## src/rtl/bcd_serial_adder_pkg.sv

```systemverilog
// Shared types and constants for the digit-serial BCD adder and its digit slice.
package bcd_serial_adder_pkg;

  typedef enum logic [1:0] {
    IDLE = 2'd0,
    ADD  = 2'd1,
    DONE = 2'd2
  } state_t;

  localparam int DIGIT_W  = 4;
  localparam int BCD_MAX  = 9;
  localparam int BCD_CORR = 6;

  // True when a 4-bit code is not a legal BCD digit
  function automatic logic bcd_invalid(input logic [DIGIT_W-1:0] d);
    return (d > DIGIT_W'(BCD_MAX));
  endfunction

endpackage

```

## src/rtl/bcd_serial_adder_digit_add.sv

```systemverilog
// Single-digit BCD adder: binary add, >9 detect and +6 correction (mod 16).
module bcd_digit_add
  import bcd_serial_adder_pkg::*;
(
  input  logic [DIGIT_W-1:0] a,
  input  logic [DIGIT_W-1:0] b,
  input  logic               ci,
  output logic [DIGIT_W-1:0] s,
  output logic               co
);

  logic [DIGIT_W:0] s5_s;
  logic             gt9_s;

  // Illegal input codes still go through the same rule, so the 5-bit sum can reach 31
  always_comb begin
    s5_s  = {1'b0, a} + {1'b0, b} + {{DIGIT_W{1'b0}}, ci};
    gt9_s = (s5_s > (DIGIT_W + 1)'(BCD_MAX));
    if (gt9_s) begin
      s = s5_s[DIGIT_W-1:0] + DIGIT_W'(BCD_CORR);
    end else begin
      s = s5_s[DIGIT_W-1:0];
    end
    co = gt9_s;
  end

endmodule

```

## src/rtl/bcd_serial_adder.sv

```systemverilog
// Multi-digit BCD adder that reuses one digit slice, least-significant digit first.
module bcd_serial_adder
  import bcd_serial_adder_pkg::*;
#(
  parameter int DIGITS = 4
) (
  input  logic                      clk,
  input  logic                      rst,
  input  logic                      start,
  input  logic [DIGIT_W*DIGITS-1:0] a,
  input  logic [DIGIT_W*DIGITS-1:0] b,
  input  logic                      cin,
  output logic                      busy,
  output logic                      done,
  output logic [DIGIT_W*DIGITS-1:0] sum,
  output logic                      cout,
  output logic                      err
);

  localparam int W     = DIGIT_W * DIGITS;
  localparam int IDX_W = (DIGITS > 1) ? $clog2(DIGITS) : 1;
  localparam logic [IDX_W-1:0] LAST_IDX = IDX_W'(DIGITS - 1);

  state_t             state_r, state_next_s;
  logic [W-1:0]       op_a_r, op_b_r, sum_r;
  logic [IDX_W-1:0]   idx_r;
  logic               carry_r, cout_r, err_r, busy_r, done_r;
  logic [DIGIT_W-1:0] dig_s;
  logic               dig_co_s;
  logic               err_s;
  logic               last_s;

  // Operands are shifted right each digit, so the current digit is always at the bottom
  bcd_digit_add u_digit (
    .a  (op_a_r[DIGIT_W-1:0]),
    .b  (op_b_r[DIGIT_W-1:0]),
    .ci (carry_r),
    .s  (dig_s),
    .co (dig_co_s)
  );

  assign last_s = (idx_r == LAST_IDX);

  // Flag any non-BCD digit in either operand at acceptance
  always_comb begin
    err_s = 1'b0;
    for (int i = 0; i < DIGITS; i++) begin
      err_s = err_s | bcd_invalid(a[i*DIGIT_W +: DIGIT_W]) | bcd_invalid(b[i*DIGIT_W +: DIGIT_W]);
    end
  end

  // Next-state logic
  always_comb begin
    state_next_s = state_r;
    case (state_r)
      IDLE: begin
        if (start) begin
          state_next_s = ADD;
        end else begin
          state_next_s = IDLE;
        end
      end
      ADD: begin
        if (last_s) begin
          state_next_s = DONE;
        end else begin
          state_next_s = ADD;
        end
      end
      DONE:    state_next_s = IDLE;
      default: state_next_s = IDLE;
    endcase
  end

  // State, status flags and datapath registers
  always_ff @(posedge clk) begin
    if (rst) begin
      state_r <= IDLE;
      busy_r  <= 1'b0;
      done_r  <= 1'b0;
      op_a_r  <= '0;
      op_b_r  <= '0;
      sum_r   <= '0;
      idx_r   <= '0;
      carry_r <= 1'b0;
      cout_r  <= 1'b0;
      err_r   <= 1'b0;
    end else begin
      state_r <= state_next_s;
      busy_r  <= (state_next_s == ADD);
      done_r  <= (state_next_s == DONE);
      case (state_r)
        IDLE: begin
          if (start) begin
            op_a_r  <= a;
            op_b_r  <= b;
            carry_r <= cin;
            sum_r   <= '0;
            idx_r   <= '0;
            cout_r  <= 1'b0;
            err_r   <= err_s;
          end
        end
        ADD: begin
          for (int i = 0; i < DIGITS; i++) begin
            if (idx_r == IDX_W'(i)) begin
              sum_r[i*DIGIT_W +: DIGIT_W] <= dig_s;
            end
          end
          op_a_r  <= op_a_r >> DIGIT_W;
          op_b_r  <= op_b_r >> DIGIT_W;
          carry_r <= dig_co_s;
          if (last_s) begin
            cout_r <= dig_co_s;
          end else begin
            idx_r <= idx_r + IDX_W'(1);
          end
        end
        DONE:    ;
        default: ;
      endcase
    end
  end

  assign busy = busy_r;
  assign done = done_r;
  assign sum  = sum_r;
  assign cout = cout_r;
  assign err  = err_r;

endmodule
```

## config.mk

```make
export PLATFORM = sky130hd
export DESIGN_NAME = bcd_serial_adder
export DESIGN_NICKNAME = d
export VERILOG_FILES = /design/src/rtl/bcd_serial_adder_pkg.sv /design/src/rtl/bcd_serial_adder_digit_add.sv /design/src/rtl/bcd_serial_adder.sv
export SDC_FILE = /design/constraint.sdc
export NUM_CORES = 1
export LEC_CHECK = 0
export BUFFER_PORTS_ARGS = -buffer_cell sky130_fd_sc_hd__buf_2
export CAP_MARGIN = 5
export CORE_UTILIZATION = 54
export DETAILED_ROUTE_END_ITERATION = 8
export PLACE_DENSITY = 0.83
export SETUP_SLACK_MARGIN = 0.5
export SYNTH_ARGS = -nofsm -noshare
export SYNTH_HDL_FRONTEND = slang
export SYNTH_HIERARCHICAL = 1
export SYNTH_SLANG_ARGS = --single-unit
```

## constraint.sdc

```tcl
create_clock -name clk -period 3.2 [get_ports clk]
set_clock_uncertainty 0.15 [all_clocks]
set_input_delay 0.64 -clock clk [delete_from_list [all_inputs] [get_ports clk]]
set_output_delay 0.64 -clock clk [all_outputs]
set_load 0.05 [all_outputs]
```

* Yosys cells after proc, flatten, opt, wreduce, memory -nomap -nowiden
Index checks and enable logic that the tools add are counted.
** Word-level totals
- Bits in registers :: 57
- Input port bits :: 36
- Output and inout bits :: 20
** Operators by class
- Add/sub/neg operators :: 4
- Magnitude comparators :: 9
- Equality and inequality tests :: 12
- Muxes and demuxes :: 22
- Bitwise logic cells :: 7
- Reduce and logical (&&, ||, !) cells :: 10
** Operators with widths (count)
- 16-bit one-hot mux with 2 select lines :: 3
- 16-bit two-way mux :: 3
- 4-bit > comparator (second input constant) :: 8
- 4-bit two-way mux :: 5
- 3-bit AND reduction :: 5
- 2-bit != test (second input constant) :: 6
- 2-bit one-hot mux with 2 select lines :: 2
- 1-bit OR :: 7
- 2-bit by 1-bit equality test with 1-bit output (second input constant) :: 3
- 2-bit equality test (second input constant) :: 3
- 2-bit two-way mux :: 3
- 4-bit by 4-bit adder with 5-bit output :: 1
- 5-bit by 1-bit adder with 5-bit output :: 1
- 5-bit by 4-bit > comparator with 1-bit output (second input constant) :: 1
- 4-bit by 3-bit adder with 4-bit output (second input constant) :: 1
- 2-bit zero test :: 2
- 1-bit two-way mux :: 4
- 1-bit one-hot mux with 2 select lines :: 2
- 2-bit AND reduction :: 2
- 2-bit by 1-bit adder with 2-bit output (second input constant) :: 1
- 2-bit nonzero test :: 1

* Logic depth before layout (Yosys ltp)
Gate-level depths: netlist of the first run.
- Depth after elaboration :: 8
- Mapped depth :: 9
- Mapped depth without buffers :: 9

* Cells and area by module
Netlist of the first run, hierarchy kept.
** By module, submodules not included
- bcd_serial_adder :: times used 1, cells an instance 269, area each 2542.4 µm²
- bcd_digit_add :: times used 1, cells an instance 22, area each 211.5 µm²

* Least setup slack after synthesis of the first run
Ideal clock, no wire load.
- Path kind :: register to register
- From :: register op_a_r[0]
- To :: register sum_r[14], in the netlist sum[14]
- Arrival :: 2612 ps
- Data required time :: 2980 ps
- Path slack :: 368 ps
- Cell stages (with the launch flop) :: 10
- Period minus slack after synthesis :: 2832 ps
- Cells stage by stage :: dfxtp_1 > fa_1 > fa_1 > xnor2_1 > ha_1 > a31o_1 > o31ai_4 > mux2i_1 > nand4b_1 > a21oi_1
** On the way
- Longest elaborated chain between the ends :: 6
** Ends and longest elaborated chain
- start: declaration :: line bcd_serial_adder.sv:25 : logic [W-1:0] op_a_r, op_b_r, sum_r;
- start signal: assignment :: line bcd_serial_adder.sv:110 : op_a_r <= op_a_r >> DIGIT_W;
- 4-bit by 4-bit adder with 5-bit output :: line bcd_serial_adder_digit_add.sv:17 : s5_s = {1'b0, a} + {1'b0, b} + {{DIGIT_W{1'b0}}, ci};
- 5-bit by 1-bit adder with 5-bit output :: line bcd_serial_adder_digit_add.sv:17
- 5-bit by 4-bit > comparator with 1-bit output :: line bcd_serial_adder_digit_add.sv:18 : gt9_s = (s5_s > (DIGIT_W + 1)'(BCD_MAX));
- named net dig_co_s :: line bcd_serial_adder.sv:29 : logic dig_co_s;
- 4-bit two-way mux :: line bcd_serial_adder_digit_add.sv:19 : if (gt9_s) begin
- named net dig_s[2] :: line bcd_serial_adder.sv:28 : logic [DIGIT_W-1:0] dig_s;
- 4-bit two-way mux :: line bcd_serial_adder.sv:106 : if (idx_r == IDX_W'(i)) begin
- 16-bit one-hot mux with 2 select lines :: line bcd_serial_adder.sv:92 : case (state_r)
- end signal: indexed assignment :: line bcd_serial_adder.sv:107 : sum_r[i*DIGIT_W +: DIGIT_W] <= dig_s;
- end: declaration :: line bcd_serial_adder.sv:25
The timed path passes the listed nets, and every way through them passes these cells. The select of a mux whose other input is x is not followed.
A chain may end at the register's enable or synchronous reset.

* Final worst setup path of the first run
Ends and elaborated chain as after synthesis.

==> flow_summary.yaml, run 1 <==
global_route:
  grt_pass1_wl_mm: 10.2
  overflow: 0
  antenna_found_initial: 0
  grt_pass1_vias: 2206
  grt_usage_pct: 25.1
  grt_max_degree: 46
place:
  place_inst: 393
  io_buffer_count: 55
  gp_congestion: 0.813
  dp_hpwl_mm: 3.99
synth:
  yosysSeqAreaShare_pct: 41.4
  ys_ff_latch: 57
  syn_area_per_cell_um2: 9.46
  synth_cell_types: 40
  synth_warnings: 6
  syn_area_um2: 2750
  syn-instance-count: 291
  synth_fp_nets: 337
cells_and_area:
  nFillCells: 370
  register_area_um2: 1140
  layout.cells.non_filler: 418
  syn2layout_area_growth_pct: 23.9
  diodes: 0
  drive_above_1_share_pct: 29.6
  utilization_pct: 70.9
  layout_common_cells: "55 x dfxtp_1, 55 x buf_2, 33 x nor2_1"
  num-nets-final: 392
  multi_input_area_um2: 1540
sta:
  whs_ns: 0.320
  fin_setup_tns_ns: 0
  finalHoldViolCount: 0
  slew_headroom_pct: 43.7
  max_freq_ghz: 0.344
  finalCritPeriodShare_pct: 90.9
  drv_slew: 0
  finalCriticalPeriod_ns: 2.91
  setup_viol: 0
  tightestPinTransition_ns: 0.844
  rsz0062_at_grt: "true"
floorplan:
  coreArea_um2: 4820
  ios: 56
  die-area_um2: 5390
  rows: 25
  initial_core_util_pct: 57.2
  die_h_um: 73.4
  die_x_um: 73.4
worst_setup_path:
  required_ns: 3.32
  path_cells: "fa_2 -> fa_2 -> xnor2_4 -> ha_4 -> a31o_4 -> o31ai_4 -> mux2i_2 -> nand4b_1 -> a21oi_2"
  arrival_ns: 3.03
  crit_type: "reg2reg"
  slowest_delay_ns: 0.43
  endpoint_kind: "flop"
  crit_fanout: 4
  cp-start-kind: "flop"
  cp_slowest_cell: "fa_2"
  cpMostUsedCell: "fa_2"
min_path:
  hold_path_class: "reg2reg"
clock_tree:
  hold_buffers: 0
  cts_root_buf: "clkbuf_8"
  cts_tree: "built"
  ctsHtreeMaxLevel: 3
  clock_sinks: 57
  clock_latency_ns: 0.34
  clk_pin_slew_ns: 0.06
  clk_path_buf_depth: 2
  tritoncts.num_buffers: 9
run:
  cap_violations: 0
detailed_routing:
  drt_first_iter_violations: 207
  drt-pass1-iter-count: 4
  wl_per_cell_um: 16.0
  vias: 2392
  drc: 0
  ant_nets: 0
  drt-total-wl_mm: 6.67
  vias_per_cell: 5.72
power_and_ir_drop:
  p_leak_nw: 1.48
  power.density_nw_per_um2: 610
  ir_drop_uv: 388
status:
  outcome: "complete, no violations"
[path summary, 6_finish.rpt]
check	endpoint	slack (ns)	depth (start not counted)	startpoint
worst max-delay path	sum[14]	0.29	9	op_a_r[0]
worst min-delay path	sum[9]	0.32	2	sum[9]
worst max register to register	sum[14]	0.29	9	op_a_r[0]
worst min register to register	sum[9]	0.32	2	sum[9]
[synthesized netlist by cell type, drive strengths merged]
cell	count	area, um^2
buf	13	105
ha	8	100
a2111oi	1	8.76
o21bai	2	18.8
nor3b	2	20.0
o22ai	1	6.26
a21oi	23	115
and2b	1	7.51
a21o	1	8.76
nor2b	1	6.26
clkbuf	11	41.3
mux2i	30	300
a31o	1	8.76
o21ai	27	135
nand2	2	7.51
o21ba	1	10.0
and4	1	8.76
fa	2	40.0
a211oi	24	180
nor3	6	30.0
o31ai	1	21.3
nor2	33	124
nand2b	2	12.5
and3	2	12.5
and2	3	18.8
xnor2	2	17.5
nand4b	17	149
dfxtp	57	1140
a22oi	8	60.1
nand3	1	5.00
or3b	1	8.76
inv	5	18.8
a31oi	1	6.26
[critical path: cells and delay by family (launching register included)]
family          cells  cell delay (ns)
mux                 1             0.38
flops               1             0.33
simple gates        1             0.17
fa+ha+maj           3             1.02
compound gates      3             0.60
xor+xnor            1             0.19
[logic make-up after synthesis]
kind of cell | count (synthesis) | synth area share (%)
DFF | 57 | 41.4
adders and majority gates | 10 | 5.09
AOI/OAI and AO/OA | 91 | 21.0
xor gates and xnor gates | 2 | 0.636
muxes | 30 | 10.9
buffers and inverters | 29 | 6.00
and+or+nand+nor | 72 | 14.9
[what timing repair did]
action	4_1_cts	5_1_grt
pin swaps	9	10
resized for setup	9	10
setup buffers	5	4
setup endpoints to repair	13	14
[power by group]
group / switching (mW) / internal (mW)
sequential: 0.0282 / 0.755
clock: 0.292 / 0.537
combinational: 0.264 / 0.205
total: 0.584 / 1.50
[sequential cells by signal, summed over array words and instances, names as in the netlist]
name,cells
busy,1
carry_r,1
cout,1
done,1
err,1
idx_r,2
op_a_r,16
op_b_r,16
state_r,2
sum,16
[routing by layer]
metal	global-route usage, %	wire length, um	share of wire (%)
met2	38.2	3120	47
met1	32.8	3040	46
met3	7.54	402	6.0
met4	11.5	104	1.6
met5	0	0	0
[stage by stage]
stage	cell area [um^2]	total power [mW]	worst slack [ns]
floorplan	2760	1.06	0.509
global placement	3010	1.12	0.418
detailed placement	3010	1.14	0.251
CTS	3330	2.02	0.281
global route	3410	2.16	0.200
finish	3410	2.08	0.292
[cell type report]
class / count / area share, %
Multi-Input combinational cell: 205 / 45.2
Sequential cell: 57 / 33.5
Timing Repair Buffer: 68 / 11.0
Clock buffer: 11 / 4.14
Clock inverter: 5 / 3.01
Tap cell: 67 / 2.46
Inverter: 5 / 0.623
Note: power is estimated with default switching activity, not from simulation.
==> run 2: changes to the inputs <==
--- a/config.mk
+++ b/config.mk
@@ -7,7 +7,9 @@
 export LEC_CHECK = 0
 export BUFFER_PORTS_ARGS = -buffer_cell sky130_fd_sc_hd__buf_2
 export CAP_MARGIN = 5
-export CORE_UTILIZATION = 54
+export CELL_PAD_IN_SITES_DETAIL_PLACEMENT = 1
+export CELL_PAD_IN_SITES_GLOBAL_PLACEMENT = 1
+export CORE_UTILIZATION = 41
 export DETAILED_ROUTE_END_ITERATION = 8
 export PLACE_DENSITY = 0.83
 export SETUP_SLACK_MARGIN = 0.5
==> flow_summary.yaml, run 2 (synthesized netlist as in run 1, its figures left out) <==
worst_setup_path:
  cp_slowest_cell: "fa_2"
  endpoint_kind: "flop"
  arrival_ns: 3.10
  crit_type: "reg2reg"
  cp-start-kind: "flop"
  slowest_delay_ns: 0.41
  path_cells: "fa_2 -> fa_2 -> xnor2_4 -> buf_4 -> a31o_4 -> o31ai_4 -> mux2i_2 -> buf_4 -> nand4b_1 -> a21oi_1"
  crit_fanout: 4
  required_ns: 3.32
cells_and_area:
  num-nets-final: 391
  drive_above_1_share_pct: 28.7
  layout_common_cells: "55 x dfxtp_1, 55 x buf_2, 33 x nor2_1"
  nFillCells: 744
  utilization_pct: 52.4
  diodes: 0
  syn2layout_area_growth_pct: 22.2
floorplan:
  die_h_um: 84.0
  coreArea_um2: 6420
  die-area_um2: 7050
  initial_core_util_pct: 42.9
  die_x_um: 84.0
  ios: 56
  rows: 29
run:
  cap_violations: 0
detailed_routing:
  drt_first_iter_violations: 124
  vias: 2424
  vias_per_cell: 5.69
  drc: 3
  drt-pass1-iter-count: 6
  wl_per_cell_um: 18.5
  ant_nets: 0
  drt-total-wl_mm: 7.87
sta:
  finalHoldViolCount: 0
  rsz0062_at_grt: "true"
  finalCritPeriodShare_pct: 93.4
  max_freq_ghz: 0.335
  tightestPinTransition_ns: 0.866
  slew_headroom_pct: 42.2
  drv_slew: 0
  fin_setup_tns_ns: 0
  setup_viol: 0
  finalCriticalPeriod_ns: 2.99
global_route:
  grt_usage_pct: 22.2
  grt_pass1_vias: 2480
  grt_pass1_wl_mm: 12.1
  overflow: 0
  grt_max_degree: 44
  antenna_found_initial: 0
status:
  violations: "DRC"
  outcome: "finished, violations left"
clock_tree:
  clock_sinks: 57
  clk_pin_slew_ns: 0.07
  cts_tree: "built"
  ctsHtreeMaxLevel: 3
  clock_latency_ns: 0.34
  tritoncts.num_buffers: 9
  cts_root_buf: "clkbuf_8"
  clk_path_buf_depth: 2
power_and_ir_drop:
  ir_drop_uv: 287
  p_leak_nw: 1.45
  power.density_nw_per_um2: 596
place:
  dp_hpwl_mm: 4.83
  io_buffer_count: 55
  gp_congestion: 0.752
min_path:
  hold_path_class: "reg2reg"
## run 2: where the power goes
part           switching (mW)  internal [mW]
sequential             0.0323          0.755
clock                   0.287          0.455
combinational           0.266          0.210
total                   0.585           1.42
## run 2: metrics by stage
| step | area [um^2] | hold WS (ns) | instances | setup WS [ns] | total power, mW |
|---|---|---|---|---|---|
| 2_1_floorplan | 2760 | 0.318 | 291 | 0.509 | 1.06 |
| 3_3_place_gp | 3020 | 0.307 | 403 | 0.376 | 1.13 |
| 3_5_place_dp | 3020 | 0.322 | 403 | 0.278 | 1.14 |
| 4_1_cts | 3290 | 0.328 | 422 | 0.268 | 1.93 |
| 5_1_grt | 3360 | 0.350 | 426 | 0.110 | 2.08 |
| 6_report | 3360 | 0.324 | 426 | 0.211 | 2.01 |
## run 2: worst paths after layout
kind	from	end	slack, ns	cells after the start
min	cout	cout	0.32	2
max	op_a_r[0]	sum[6]	0.21	10
max reg2reg	op_a_r[0]	sum[6]	0.21	10
min reg2reg	cout	cout	0.32	2
## run 2: cell type report
type	instances	area [um^2]	area share (%)
Inverter	5	21.3	0.632
Clock buffer	12	145	4.31
Sequential cell	57	1140	34.0
Clock inverter	3	65.1	1.93
Tap cell	77	96.3	2.86
Multi-Input combinational cell	205	1520	45.2
Timing Repair Buffer	67	373	11.1
## run 2: per-layer routing
| layer | track usage (%) | part of all wire (%) | wire (um) | up-vias |
|---|---|---|---|---|
| met5 | 0 | 0 | 0 | - |
| met4 | 8.46 | 1.7 | 133 | 0 |
| met3 | 6.23 | 3.7 | 290 | 10 |
| met2 | 36.4 | 49 | 3840 | 51 |
| met1 | 27.6 | 46 | 3600 | 1185 |
| li1 | - | - | - | 1178 |
## run 2: worst max-delay path: cells and delay by family (launching register included)
family	cells	cell delay [ns]
mux	1	0.37
flops	1	0.33
buf+inv	2	0.34
compound gates	3	0.65
simple gates	1	0.08
xor+xnor	1	0.17
fa+ha+maj	2	0.82
## run 2: what timing repair did
action / in CTS / in global routing
pin swaps: 11 / 8
endpoints found under the setup margin: 13 / 14
setup buffers: 4 / 4
hold buffers: 0 / 0
gates resized for setup: 7 / 10
==> run 3: changes to the inputs <==
--- a/config.mk
+++ b/config.mk
@@ -12,8 +12,11 @@
 export CORE_UTILIZATION = 41
 export DETAILED_ROUTE_END_ITERATION = 8
 export PLACE_DENSITY = 0.83
+export RECOVER_POWER = 100
 export SETUP_SLACK_MARGIN = 0.5
+export SKIP_LAST_GASP = 1
 export SYNTH_ARGS = -nofsm -noshare
 export SYNTH_HDL_FRONTEND = slang
 export SYNTH_HIERARCHICAL = 1
 export SYNTH_SLANG_ARGS = --single-unit
+export TNS_END_PERCENT = 50
==> flow_summary.yaml, run 3 (synthesized netlist as in run 1, its figures left out) <==
detailed_routing:
  drt-pass1-iter-count: 6
  vias: 2444
  drt-total-wl_mm: 7.91
  ant_nets: 0
  drc: 3
  wl_per_cell_um: 18.6
  vias_per_cell: 5.76
  drt_first_iter_violations: 137
worst_setup_path:
  required_ns: 3.24
  slowest_delay_ns: 0.52
  r2r_cells: 9
  cp-endpoint: "sum[11]"
  crit_start: "op_a_r[0]"
  rrSetupSlack_ns: 0.21
  cp-start-kind: "flop"
  cp_slowest_cell: "a2111oi_0"
  arrival_ns: 3.03
  r2r-start: "op_a_r[0]"
  crit_family: "adder cells"
  crit_fanout: 4
  path_cells: "fa_1 -> fa_2 -> xnor2_4 -> buf_4 -> a31o_4 -> a2111oi_0 -> nor2b_2 -> nand4b_1 -> a21oi_1"
  worstReg2RegEnd: "sum[11]"
  crit_buf_inv: 1
  crit_type: "reg2reg"
  endpoint_kind: "flop"
  cp.depth: 9
floorplan:
  initial_core_util_pct: 42.9
  rows: 29
  coreArea_um2: 6420
  ios: 56
  die_h_um: 84.0
  die-area_um2: 7050
  die_x_um: 84.0
cells_and_area:
  syn2layout_area_growth_pct: 19.9
  layout_common_cells: "55 x dfxtp_1, 35 x buf_2, 33 x nor2_1"
  diodes: 0
  drive_above_1_share_pct: 21.3
  num-nets-final: 389
  utilization_pct: 51.4
  final_common_cell: "dfxtp_1"
sta:
  finalCriticalPeriod_ns: 2.99
  drv_slew: 0
  max_freq_ghz: 0.334
  fin_ws_ns: 0.210
  finalCritPeriodShare_pct: 93.5
  setup_viol: 0
  slew_headroom_pct: 3.34
  whs_ns: 0.324
  finalHoldViolCount: 0
  fin_setup_tns_ns: 0
  rsz0062_at_grt: "true"
  tightestPinTransition_ns: 1.45
power_and_ir_drop:
  power.density_nw_per_um2: 600
  p_clk_share_pct: 37.7
  p_leak_nw: 1.35
  seq_power_share_pct: 39.8
  p_total_mw: 1.98
  ir_drop_uv: 293
  combPwrFrac_pct: 22.5
  p_sw_share_pct: 29.5
  internal_power_mw: 1.40
  p_switching_mw: 0.583
global_route:
  antenna_found_initial: 0
  grt_max_degree: 44
  overflow: 0
  grt_usage_pct: 22.3
  grt_pass1_wl_mm: 12.3
  grt_pass1_vias: 2472
status:
  outcome: "finished, violations left"
  violations: "DRC"
clock_tree:
  clk_pin_slew_ns: 0.07
  cts_tree: "built"
  cts_root_buf: "clkbuf_8"
  tritoncts.num_buffers: 9
  clk_path_buf_depth: 2
  clock_latency_ns: 0.34
  clock_sinks: 57
  ctsHtreeMaxLevel: 3
  hold_buffers: 0
run:
  cap_violations: 0
place:
  io_buffer_count: 55
  gp_congestion: 0.752
  dp_hpwl_mm: 4.83
  post-place-ws_ns: 0.278
min_path:
  hold_path_class: "reg2reg"
## run 3: changes by cell type in the layout (fill, tap and decap cells not counted), sizes merged
cell	before	now
clkbuf	12	33
buf	67	44
## run 3: worst min path at each step
stage | from | endpoint | slack (ns) | cells past startpoint
final | cout | cout | 0.32 | 2
after global routing | sum[10] | sum[10] | 0.35 | 2
after CTS | sum[14] | sum[14] | 0.33 | 2
after detailed placement | sum[10] | sum[10] | 0.32 | 2
after global placement | sum[8] | sum[8] | 0.31 | 2
after floorplan | op_a_r[11] | op_a_r[11] | 0.32 | 2
## run 3: power by group through the flow
stage / combinational (mW) / sequential [mW] / clock, mW
floorplan: 0.234 / 0.823 / 0
global placement: 0.331 / 0.799 / 0
detailed placement: 0.342 / 0.801 / 0
CTS: 0.383 / 0.787 / 0.754
global route: 0.471 / 0.792 / 0.790
finish: 0.445 / 0.788 / 0.746
## run 3: area by class of cell
| class | instances | area (um^2) |
|---|---|---|
| clock buffer | 12 | 145 |
| sequential | 57 | 1140 |
| fill | 774 | 3120 |
| clock inverter | 3 | 65.1 |
| inverter | 5 | 21.3 |
| tap | 77 | 96.3 |
| timing repair buffer | 65 | 322 |
| multi-input combinational | 205 | 1510 |
## run 3: per-stage QoR
| step | cells | instance area (um^2) |
|---|---|---|
| after global routing | 424 | 3300 |
| after detailed placement | 403 | 3020 |
| after global placement | 403 | 3020 |
| after CTS | 422 | 3280 |
| after floorplan | 291 | 2760 |
| final | 424 | 3300 |
## run 3: timing repair
item	CTS	global route
endpoints found under the setup margin	13	14
resized for setup	5	10
setup buffers	4	2
pin swaps	10	9
## run 3: worst register-to-register path, cell delays in order, from the launching register on
cell and delay, ns:
dfxtp_2 0.33, fa_1 0.47, fa_2 0.42, xnor2_4 0.18, buf_4 0.17, a31o_4 0.25, a2111oi_0 0.52, nor2b_2 0.13
nand4b_1 0.13, a21oi_1 0.08
## run 3: per-layer routing
| metal | track usage [%] | up-vias | wire, um |
|---|---|---|---|
| met2 | 36.1 | 61 | 3840 |
| li1 | - | 1172 | - |
| met5 | 0 | - | 0 |
| met3 | 6.23 | 14 | 349 |
| met1 | 28.2 | 1197 | 3500 |
| met4 | 8.46 | 0 | 212 |
